### config.mk
export PLATFORM = sky130hd
export DESIGN_NAME = sar_search_ctrl_flat
export DESIGN_NICKNAME = d
export VERILOG_FILES = /design/src/rtl/sar_search_ctrl_if.sv /design/src/rtl/sar_search_ctrl.sv /design/src/flat_wrapper.sv
export SDC_FILE = /design/constraint.sdc
export NUM_CORES = 1
export LEC_CHECK = 0
export ABC_AREA = 1
export BUFFER_PORTS_ARGS = -buffer_cell sky130_fd_sc_hd__buf_2
export CORE_ASPECT_RATIO = 1.25
export CORE_UTILIZATION = 41
export DETAILED_ROUTE_END_ITERATION = 10
export SYNTH_ARGS = -nofsm -noshare
export SYNTH_HDL_FRONTEND = slang
export SYNTH_SLANG_ARGS = --single-unit
### constraint.sdc
create_clock -name clk -period 1.65 [get_ports clk]
set_input_delay 0.165 -clock clk [delete_from_list [all_inputs] [get_ports clk]]
set_output_delay 0.165 -clock clk [all_outputs]
set_load 0.02 [all_outputs]
### src/rtl/sar_search_ctrl_if.sv
// Comparator-side bus of the successive-approximation search engine.
// The master is the search engine: it drives the probe operand and reports
// search status; the slave is the comparator/consumer environment.
interface sar_search_ctrl_if #(
    parameter int WIDTH = 4
);
    logic             start;
    logic [WIDTH-1:0] guess;
    logic             cmp_greater;
    logic             cmp_equal;
    logic             cmp_less;
    logic             busy;
    logic             done;
    logic [WIDTH-1:0] result;
    logic             found;
    logic             error;

    modport master (
        input  start,
        input  cmp_greater,
        input  cmp_equal,
        input  cmp_less,
        output guess,
        output busy,
        output done,
        output result,
        output found,
        output error
    );

    modport slave (
        output start,
        output cmp_greater,
        output cmp_equal,
        output cmp_less,
        input  guess,
        input  busy,
        input  done,
        input  result,
        input  found,
        input  error
    );
endinterface

### src/rtl/sar_search_ctrl.sv
// Successive-approximation search engine. Drives the A operand of an external
// magnitude comparator one bit per cycle, MSB first, and reads back the
// greater/equal/less verdict to locate the unknown B value. Exits early on an
// equal verdict, otherwise confirms the final guess in a VERIFY probe.
module sar_search_ctrl #(
    parameter int WIDTH = 4
) (
    input  logic              clk,
    input  logic              rst_n,
    sar_search_ctrl_if.master bus
);

    localparam int               IDXW       = (WIDTH > 1) ? $clog2(WIDTH) : 1;
    localparam logic [WIDTH-1:0] GUESS_INIT = WIDTH'(1) << (WIDTH - 1);
    localparam logic [IDXW-1:0]  IDX_INIT   = IDXW'(WIDTH - 1);

    typedef enum logic [1:0] {
        IDLE   = 2'd0,
        TRIAL  = 2'd1,
        VERIFY = 2'd2
    } state_t;

    state_t           state_q;
    logic [WIDTH-1:0] guess_q;
    logic [WIDTH-1:0] result_q;
    logic [IDXW-1:0]  idx_q;
    logic             busy_q;
    logic             done_q;
    logic             found_q;
    logic             error_q;

    logic             gt;
    logic             eq;
    logic             lt;
    logic             onehot;
    logic [WIDTH-1:0] guess_d;

    assign gt = bus.cmp_greater;
    assign eq = bus.cmp_equal;
    assign lt = bus.cmp_less;

    // Verdict is trustworthy only when exactly one of gt/eq/lt is set.
    always_comb begin
        onehot = (gt & ~eq & ~lt) | (~gt & eq & ~lt) | (~gt & ~eq & lt);
    end

    // Next trial guess: clear bit idx on "too big", then seed bit idx-1.
    // Pure bit set/clear, no arithmetic on the operand itself.
    always_comb begin
        guess_d = guess_q;
        for (int unsigned i = 0; i < WIDTH; i++) begin
            if ((IDXW'(i) == idx_q) && gt) begin
                guess_d[i] = 1'b0;
            end
            if ((i + 1 < WIDTH) && (IDXW'(i + 1) == idx_q)) begin
                guess_d[i] = 1'b1;
            end
        end
    end

    // Search FSM with all outputs registered; done is a one-cycle pulse
    // that coincides with the return to IDLE.
    always_ff @(posedge clk or negedge rst_n) begin
        if (!rst_n) begin
            state_q  <= IDLE;
            guess_q  <= '0;
            result_q <= '0;
            idx_q    <= '0;
            busy_q   <= 1'b0;
            done_q   <= 1'b0;
            found_q  <= 1'b0;
            error_q  <= 1'b0;
        end else begin
            done_q <= 1'b0;
            case (state_q)
                IDLE: begin
                    if (bus.start) begin
                        guess_q <= GUESS_INIT;
                        idx_q   <= IDX_INIT;
                        busy_q  <= 1'b1;
                        found_q <= 1'b0;
                        error_q <= 1'b0;
                        state_q <= TRIAL;
                    end
                end
                TRIAL: begin
                    if (!onehot) begin
                        error_q <= 1'b1;
                        busy_q  <= 1'b0;
                        done_q  <= 1'b1;
                        state_q <= IDLE;
                    end else if (eq) begin
                        result_q <= guess_q;
                        found_q  <= 1'b1;
                        busy_q   <= 1'b0;
                        done_q   <= 1'b1;
                        state_q  <= IDLE;
                    end else begin
                        guess_q <= guess_d;
                        if (idx_q == '0) begin
                            state_q <= VERIFY;
                        end else begin
                            idx_q <= idx_q - IDXW'(1);
                        end
                    end
                end
                VERIFY: begin
                    result_q <= guess_q;
                    if (onehot && eq) begin
                        found_q <= 1'b1;
                    end else begin
                        error_q <= 1'b1;
                    end
                    busy_q  <= 1'b0;
                    done_q  <= 1'b1;
                    state_q <= IDLE;
                end
                default: begin
                    busy_q  <= 1'b0;
                    state_q <= IDLE;
                end
            endcase
        end
    end

    assign bus.guess  = guess_q;
    assign bus.result = result_q;
    assign bus.busy   = busy_q;
    assign bus.done   = done_q;
    assign bus.found  = found_q;
    assign bus.error  = error_q;

endmodule
### src/flat_wrapper.sv
// flat-port wrapper written by rule: the top's interface ports become plain ports
module sar_search_ctrl_flat 
#(
    parameter int WIDTH = 4
)
  (clk, rst_n, bus_start, bus_cmp_greater, bus_cmp_equal, bus_cmp_less, bus_guess, bus_busy, bus_done, bus_result, bus_found, bus_error);
  sar_search_ctrl_if #(.WIDTH(WIDTH)) bus_i ();
  input  logic clk;
  input  logic rst_n;
  input wire logic [$bits(bus_i.start)-1:0] bus_start;
  input wire logic [$bits(bus_i.cmp_greater)-1:0] bus_cmp_greater;
  input wire logic [$bits(bus_i.cmp_equal)-1:0] bus_cmp_equal;
  input wire logic [$bits(bus_i.cmp_less)-1:0] bus_cmp_less;
  output wire logic [$bits(bus_i.guess)-1:0] bus_guess;
  output wire logic [$bits(bus_i.busy)-1:0] bus_busy;
  output wire logic [$bits(bus_i.done)-1:0] bus_done;
  output wire logic [$bits(bus_i.result)-1:0] bus_result;
  output wire logic [$bits(bus_i.found)-1:0] bus_found;
  output wire logic [$bits(bus_i.error)-1:0] bus_error;
  assign bus_i.start = bus_start;
  assign bus_i.cmp_greater = bus_cmp_greater;
  assign bus_i.cmp_equal = bus_cmp_equal;
  assign bus_i.cmp_less = bus_cmp_less;
  assign bus_guess = bus_i.guess;
  assign bus_busy = bus_i.busy;
  assign bus_done = bus_i.done;
  assign bus_result = bus_i.result;
  assign bus_found = bus_i.found;
  assign bus_error = bus_i.error;
  sar_search_ctrl #(.WIDTH(WIDTH)) u_core (.clk(clk), .rst_n(rst_n), .bus(bus_i));
endmodule
==> results of run 1 <==
[worst max-delay path by stage]
stage                                 start  depth (start not counted)                  end  slack (ns)
final                     u_core.state_q[1]                          8  u_core.bus.guess[3]        0.14
after floorplan           u_core.state_q[0]                          8      u_core.idx_q[0]        0.23
after global routing      u_core.state_q[1]                          8    u_core.state_q[0]      -0.003
after global placement    u_core.state_q[0]                          8      u_core.idx_q[0]        0.11
after CTS                 u_core.state_q[1]                          8  u_core.bus.guess[3]        0.09
after detailed placement  u_core.state_q[0]                          8      u_core.idx_q[0]       0.003
[logic make-up (layout without fill, tap and decap cells)]
family | Yosys count | in the layout | synth area share [%]
simple gates | 68 | 68 | 32.4
buf+inv | 19 | 41 | 7.88
flops | 16 | 16 | 40.7
compound gates | 13 | 13 | 7.62
fa+ha+maj | 9 | 9 | 11.4
[metrics by stage]
| step | TNS [ns] | hold slack [ns] |
|---|---|---|
| final | 0 | 0.181 |
| after detailed placement | 0 | 0.0946 |
| after CTS | 0 | 0.156 |
| after global routing | -0.00469 | 0.189 |
| after floorplan | 0 | -0.131 |
| after global placement | 0 | 0.0910 |
[state kept, by name, summed over array words and instances, names as in the netlist]
signal,flops
u_core.bus.found,1
u_core.bus.guess,4
u_core.bus.result,4
u_core.bus.error,1
u_core.bus.done,1
u_core.idx_q,2
u_core.state_q,2
u_core.bus.busy,1
[cell usage after synthesis (4+ instances only)]
| cell type | n | area (um^2) |
|---|---|---|
| nand4_1 | 7 | 43.8 |
| nand2_1 | 35 | 131 |
| nand3_1 | 7 | 35.0 |
| ha_1 | 9 | 113 |
| inv_1 | 16 | 60.1 |
| nand2_2 | 4 | 25.0 |
| o21ai_0 | 7 | 35.0 |
| dfrtp_1 | 16 | 400 |
| nor2_1 | 9 | 33.8 |
[power by group]
group          internal (mW)  switching, mW
logic                  0.501          0.874
registers              0.576          0.122
clock network          0.134          0.116
[critical path: cells and delay by family (launching register included)]
kind	cells	cell delay (ns)
fa+ha+maj	1	0.22
buf+inv	3	0.38
simple gates	4	0.44
flops	1	0.41
[per-layer routing]
| metal | part of all wire (%) | GRT usage [%] | wire length [um] |
|---|---|---|---|
| met5 | 0 | 0 | 0 |
| met4 | 0.68 | 5.04 | 13 |
| met3 | 3.5 | 2.89 | 67 |
| met2 | 49 | 28.8 | 938 |
| met1 | 47 | 21.5 | 886 |
[layout make-up]
cell class / instances / area [um^2] / share of cell area, %
repair buffers: 19 / 103 / 8.81
inverters: 18 / 70.1 / 6.02
clock buffers: 4 / 36.3 / 3.11
flip-flops and latches: 16 / 400 / 34.4
well taps: 31 / 38.8 / 3.33
multi-input cells: 90 / 517 / 44.4
[cells in the final DEF (no fill, tap or decap)]
cell           Yosys  routed
clkbuf_4           0       3
nand3_2            2       2
inv_1             16      16
nand2_1           35      35
nor2_2             2       3
nor3_2             1       1
o21bai_2           1       1
dfrtp_1           16      16
dlygate4sd3_1      0       1
nand4_1            7       7
o21ai_1            2       2
nand2_2            4       4
a21oi_2            1       1
inv_2              1       1
buf_2              0      17
nand3_1            7       7
nor2_1             9       7
inv_4              1       1
nor2_4             0       1
clkbuf_8           0       1
buf_4              1       1
o21ai_0            7       7
nand3b_1           1       1
a21oi_1            2       2
ha_1               9       9
[timing repair]
action                                  in CTS  in global routing
endpoints found under the setup margin       2                  9
hold buffers                                 1                  0
pin swaps                                    0                  0
setup buffers                                0                  0
resized for setup                            1                  2
gates cloned                                 0                  0
hold endpoints to repair                    16                  0
==> flow_summary.yaml, run 1 <==
status:
  status: "finished, final reports clean"
synth:
  yosysSeqAreaShare_pct: 40.7
  ys.flop_type: "dfrtp_1"
  synth_fp_nets: 140
  ys_ff_latch: 16
  avgSynthCellArea_um2: 7.88
  synth-edff-count: 0
  synthArstFlopShare_pct: 100
  synthDistinctLibCells: 20
  yosysWarnings: 0
  synthesis.area_um2: 985
  synthCells: 125
run:
  max_cap_viol_count: 0
clocking:
  root_buffer: "clkbuf_4"
  clk_pin_slew_ns: 0.09
  htree_levels: 1
  cts_tree: "built"
  clock-sinks: 16
  cts_made_buffers: 3
  clk_latency_ns: 0.28
  ctsLongestPathBuffers: 2
timing:
  post-route-period-util_pct: 91.5
  setup_viol: 0
  worst_pin_slew_ns: 0.358
  clock_skew_ns: 0.00412
  relSlewSlack_pct: 76.1
  drv_slew: 0
  period_needed_ns: 1.51
  clock.fmax_mhz: 662
  finalWorstSetupSlack_ns: 0.140
  finalHoldViolations: 0
placed_design:
  post-place-ws_ns: 0.00290
  gp_congestion: 0.798
  post-dp-hpwl_um: 1550
  placed_cell_area_um2: 1110
  place_inst: 173
  portBuffers: 17
cells_and_area:
  fin_cells: 178
  finalInstanceArea_um2: 1160
  fin_nets: 163
  syn_to_final_growth_pct: 18.3
  post-route-util_pct: 52.1
  nFillCells: 247
  drive_gt1_share_pct: 25.2
  antennaDiodeCount: 0
setup_path:
  path_cells: "inv_1, ha_1, inv_1, nor2_2, inv_1, nand4_1, nand2_1, nand2_1"
  cpPeakStageDelay_ns: 0.41
  r2r-end: "u_core.bus.guess[3]"
  worst-r2r-cell-count: 8
  rr_startpoint: "u_core.state_q[1]"
  path_common_cell: "inv_1"
  r2r_slack_ns: 0.14
  crit_path_start_kind: "flip-flop"
  worstPathRequired_ns: 1.87
  cp.arrival_ns: 1.73
  cpMaxStageDelayCell: "dfrtp_1"
  worstSetupEndpointType: "flip-flop"
  worstPathMaxFanout: 6
  crit_type: "reg2reg"
min_path:
  min-delay-start: "bus_start"
  hp-class: "in2reg"
  hold_end: "u_core.bus.busy"
  min_path_cells: 3
route:
  detail_route.wl_per_cell_um: 10.7
  post_drt_via_cell_ratio: 4.85
  drtIter0Drc: 18
  drt_wl_total_um: 1910
  drtPass1Iterations: 4
  via_count: 863
  drc_errors: 0
  postRouteAntennaNets: 0
floorplan:
  die_w_um: 45.8
  num_rows: 19
  core_um2: 2230
  io_pins: 18
  start_util_pct: 44.1
  die_area_um2: 2600
  die_h_um: 56.8
pwr:
  p_leak_nw: 0.634
  ir_worst_vdd_v: 0.000919
  p_per_area_nw_per_um2: 1990
  fin_total_pwr_mw: 2.32
global_route:
  overflow: 0
  grt_start_max_net_pins: 17
  antenna_found_initial: 0
  grt_pass1_wl_um: 3360
  grt_pass1_vias: 781
  track_usage_pct: 17.1
(Power assumes the default switching activity.)
==> run 2: changes to the inputs <==
clock period = 1.5 ns   (was 1.65 ns; I/O delays follow)
==> run 2 against run 1 <==
Wire length grew 9.1%. Count of clock-buffer cells in the layout shrank 1. Maximum frequency increased by 6.9%. Clock power is 10% lower. Critical path depth decreased by 2. Highest routed layer unchanged.
==> flow_summary.yaml, run 2 (synthesis gave the netlist of run 1 again) <==
setup_path:
  crit_path_start_kind: "flip-flop"
  worstSetupEndpointType: "flip-flop"
  path_cells: "inv_2, buf_4, ha_1, nor2_1, o21bai_4, o21ai_0"
  worstPathMaxFanout: 8
  cpPeakStageDelay_ns: 0.43
  cp.arrival_ns: 1.58
  crit_type: "reg2reg"
  cpMaxStageDelayCell: "dfrtp_2"
  worstPathRequired_ns: 1.66
placed_design:
  place_inst: 176
  portBuffers: 17
  post-place-ws_ns: -0.0110
  post-dp-hpwl_um: 1550
  gp_congestion: 0.834
pwr:
  p_per_area_nw_per_um2: 2240
  clock_power_share_pct: 8.0
  fin_total_pwr_mw: 2.80
  sw_frac_of_total_pct: 47.0
  power_frac_comb_pct: 64.1
  power_frac_seq_pct: 27.9
  power.internal_mw: 1.48
  p_switching_mw: 1.31
  ir_worst_vdd_v: 0.00101
  p_leak_nw: 0.661
floorplan:
  die_area_um2: 2600
  io_pins: 18
  die_w_um: 45.8
  core_um2: 2230
  die_h_um: 56.8
  num_rows: 19
  start_util_pct: 44.1
clocking:
  clock-sinks: 16
  cts_made_buffers: 3
  htree_levels: 1
  root_buffer: "clkbuf_4"
  clk_latency_ns: 0.29
  clk_pin_slew_ns: 0.09
  cts_tree: "built"
  ctsLongestPathBuffers: 2
timing:
  fin_setup_tns_ns: 0
  clock_skew_ns: 0.0107
  clock.fmax_mhz: 708
  relSlewSlack_pct: 76.4
  post-route-period-util_pct: 94.1
  rsz0062_at_grt: "yes"
  drv_slew: 0
  finalWorstSetupSlack_ns: 0.0880
  worst_pin_slew_ns: 0.352
  finalHoldViolations: 0
  period_needed_ns: 1.41
  setup_viol: 0
cells_and_area:
  antennaDiodeCount: 0
  drive_gt1_share_pct: 33.3
  final_common_cell: "nand2_1"
  fin_nets: 170
  fin_cells: 184
  syn_to_final_growth_pct: 26.6
  layout_common_cells: "nand2_1, buf_2, dfrtp_1, inv_1"
  nFillCells: 221
  post-route-util_pct: 55.8
run:
  max_cap_viol_count: 0
route:
  via_count: 872
  drtIter0Drc: 21
  drt_wl_total_um: 2080
  drtPass1Iterations: 4
  post_drt_via_cell_ratio: 4.74
  detail_route.wl_per_cell_um: 11.3
  postRouteAntennaNets: 0
  drc_errors: 0
min_path:
  hp-class: "in2reg"
global_route:
  grt_pass1_wl_um: 3430
  grt_pass1_vias: 797
  overflow: 0
  antenna_found_initial: 0
  grt_start_max_net_pins: 17
  track_usage_pct: 17.5
status:
  status: "finished, final reports clean"
==> run 2: cell type report <==
cell class | instances | area, um^2 | area share [%]
timing repair buffer | 26 | 159 | 12.8
tap | 31 | 38.8 | 3.11
multi-input combinational | 90 | 554 | 44.5
clock buffer | 3 | 22.5 | 1.81
sequential | 16 | 402 | 32.2
inverter | 18 | 70.1 | 5.62
==> run 2: power by group through the flow <==
stage | logic (mW) | clock network [mW] | registers, mW
2_1_floorplan | 0.937 | 0 | 0.934
3_3_place_gp | 1.53 | 0 | 0.765
3_5_place_dp | 1.55 | 0 | 0.780
4_1_cts | 1.57 | 0.230 | 0.771
5_1_grt | 2.01 | 0.254 | 0.818
6_report | 1.79 | 0.224 | 0.780
==> run 2: routing by layer <==
layer,routed length [um],global-route usage (%)
met1,988,24.1
met2,1010,28.2
met3,65,2.89
met4,19,3.78
met5,0,0
==> run 2: stage by stage <==
stage | hold WS [ns] | cell area, um^2
floorplan | -0.146 | 985
global placement | 0.0756 | 1130
detailed placement | 0.0857 | 1130
CTS | 0.154 | 1170
global route | 0.220 | 1250
finish | 0.186 | 1250
==> run 2: worst paths after layout <==
| kind | to | start | depth (start not counted) | slack [ns] |
|---|---|---|---|---|
| setup / recovery | u_core.bus.result[1] | u_core.state_q[0] | 6 | 0.09 |
| hold / removal | u_core.bus.busy | bus_start | 3 | 0.19 |
| setup reg to reg | u_core.bus.result[1] | u_core.state_q[0] | 6 | 0.09 |
| hold reg to reg | u_core.bus.found | u_core.bus.found | 2 | 0.49 |
| max in group asynchronous | u_core.state_q[0] | rst_n | 2 | 0.92 |
| min in group asynchronous | u_core.state_q[1] | rst_n | 2 | 0.31 |
==> run 2: timing repair <==
item	in CTS	in global routing
buffers inserted	0	4
pin swaps	0	6
hold buffers	1	0
setup endpoints to repair	5	16
endpoints found under the hold margin	16	0
gates resized for setup	1	15
==> run 2: worst max-delay path, delay by kind of cell, from the launching register on <==
family          cells  cell delay, ns
compound gates      2            0.28
buf+inv             2            0.21
fa+ha+maj           1            0.22
flops               1            0.43
simple gates        1            0.14
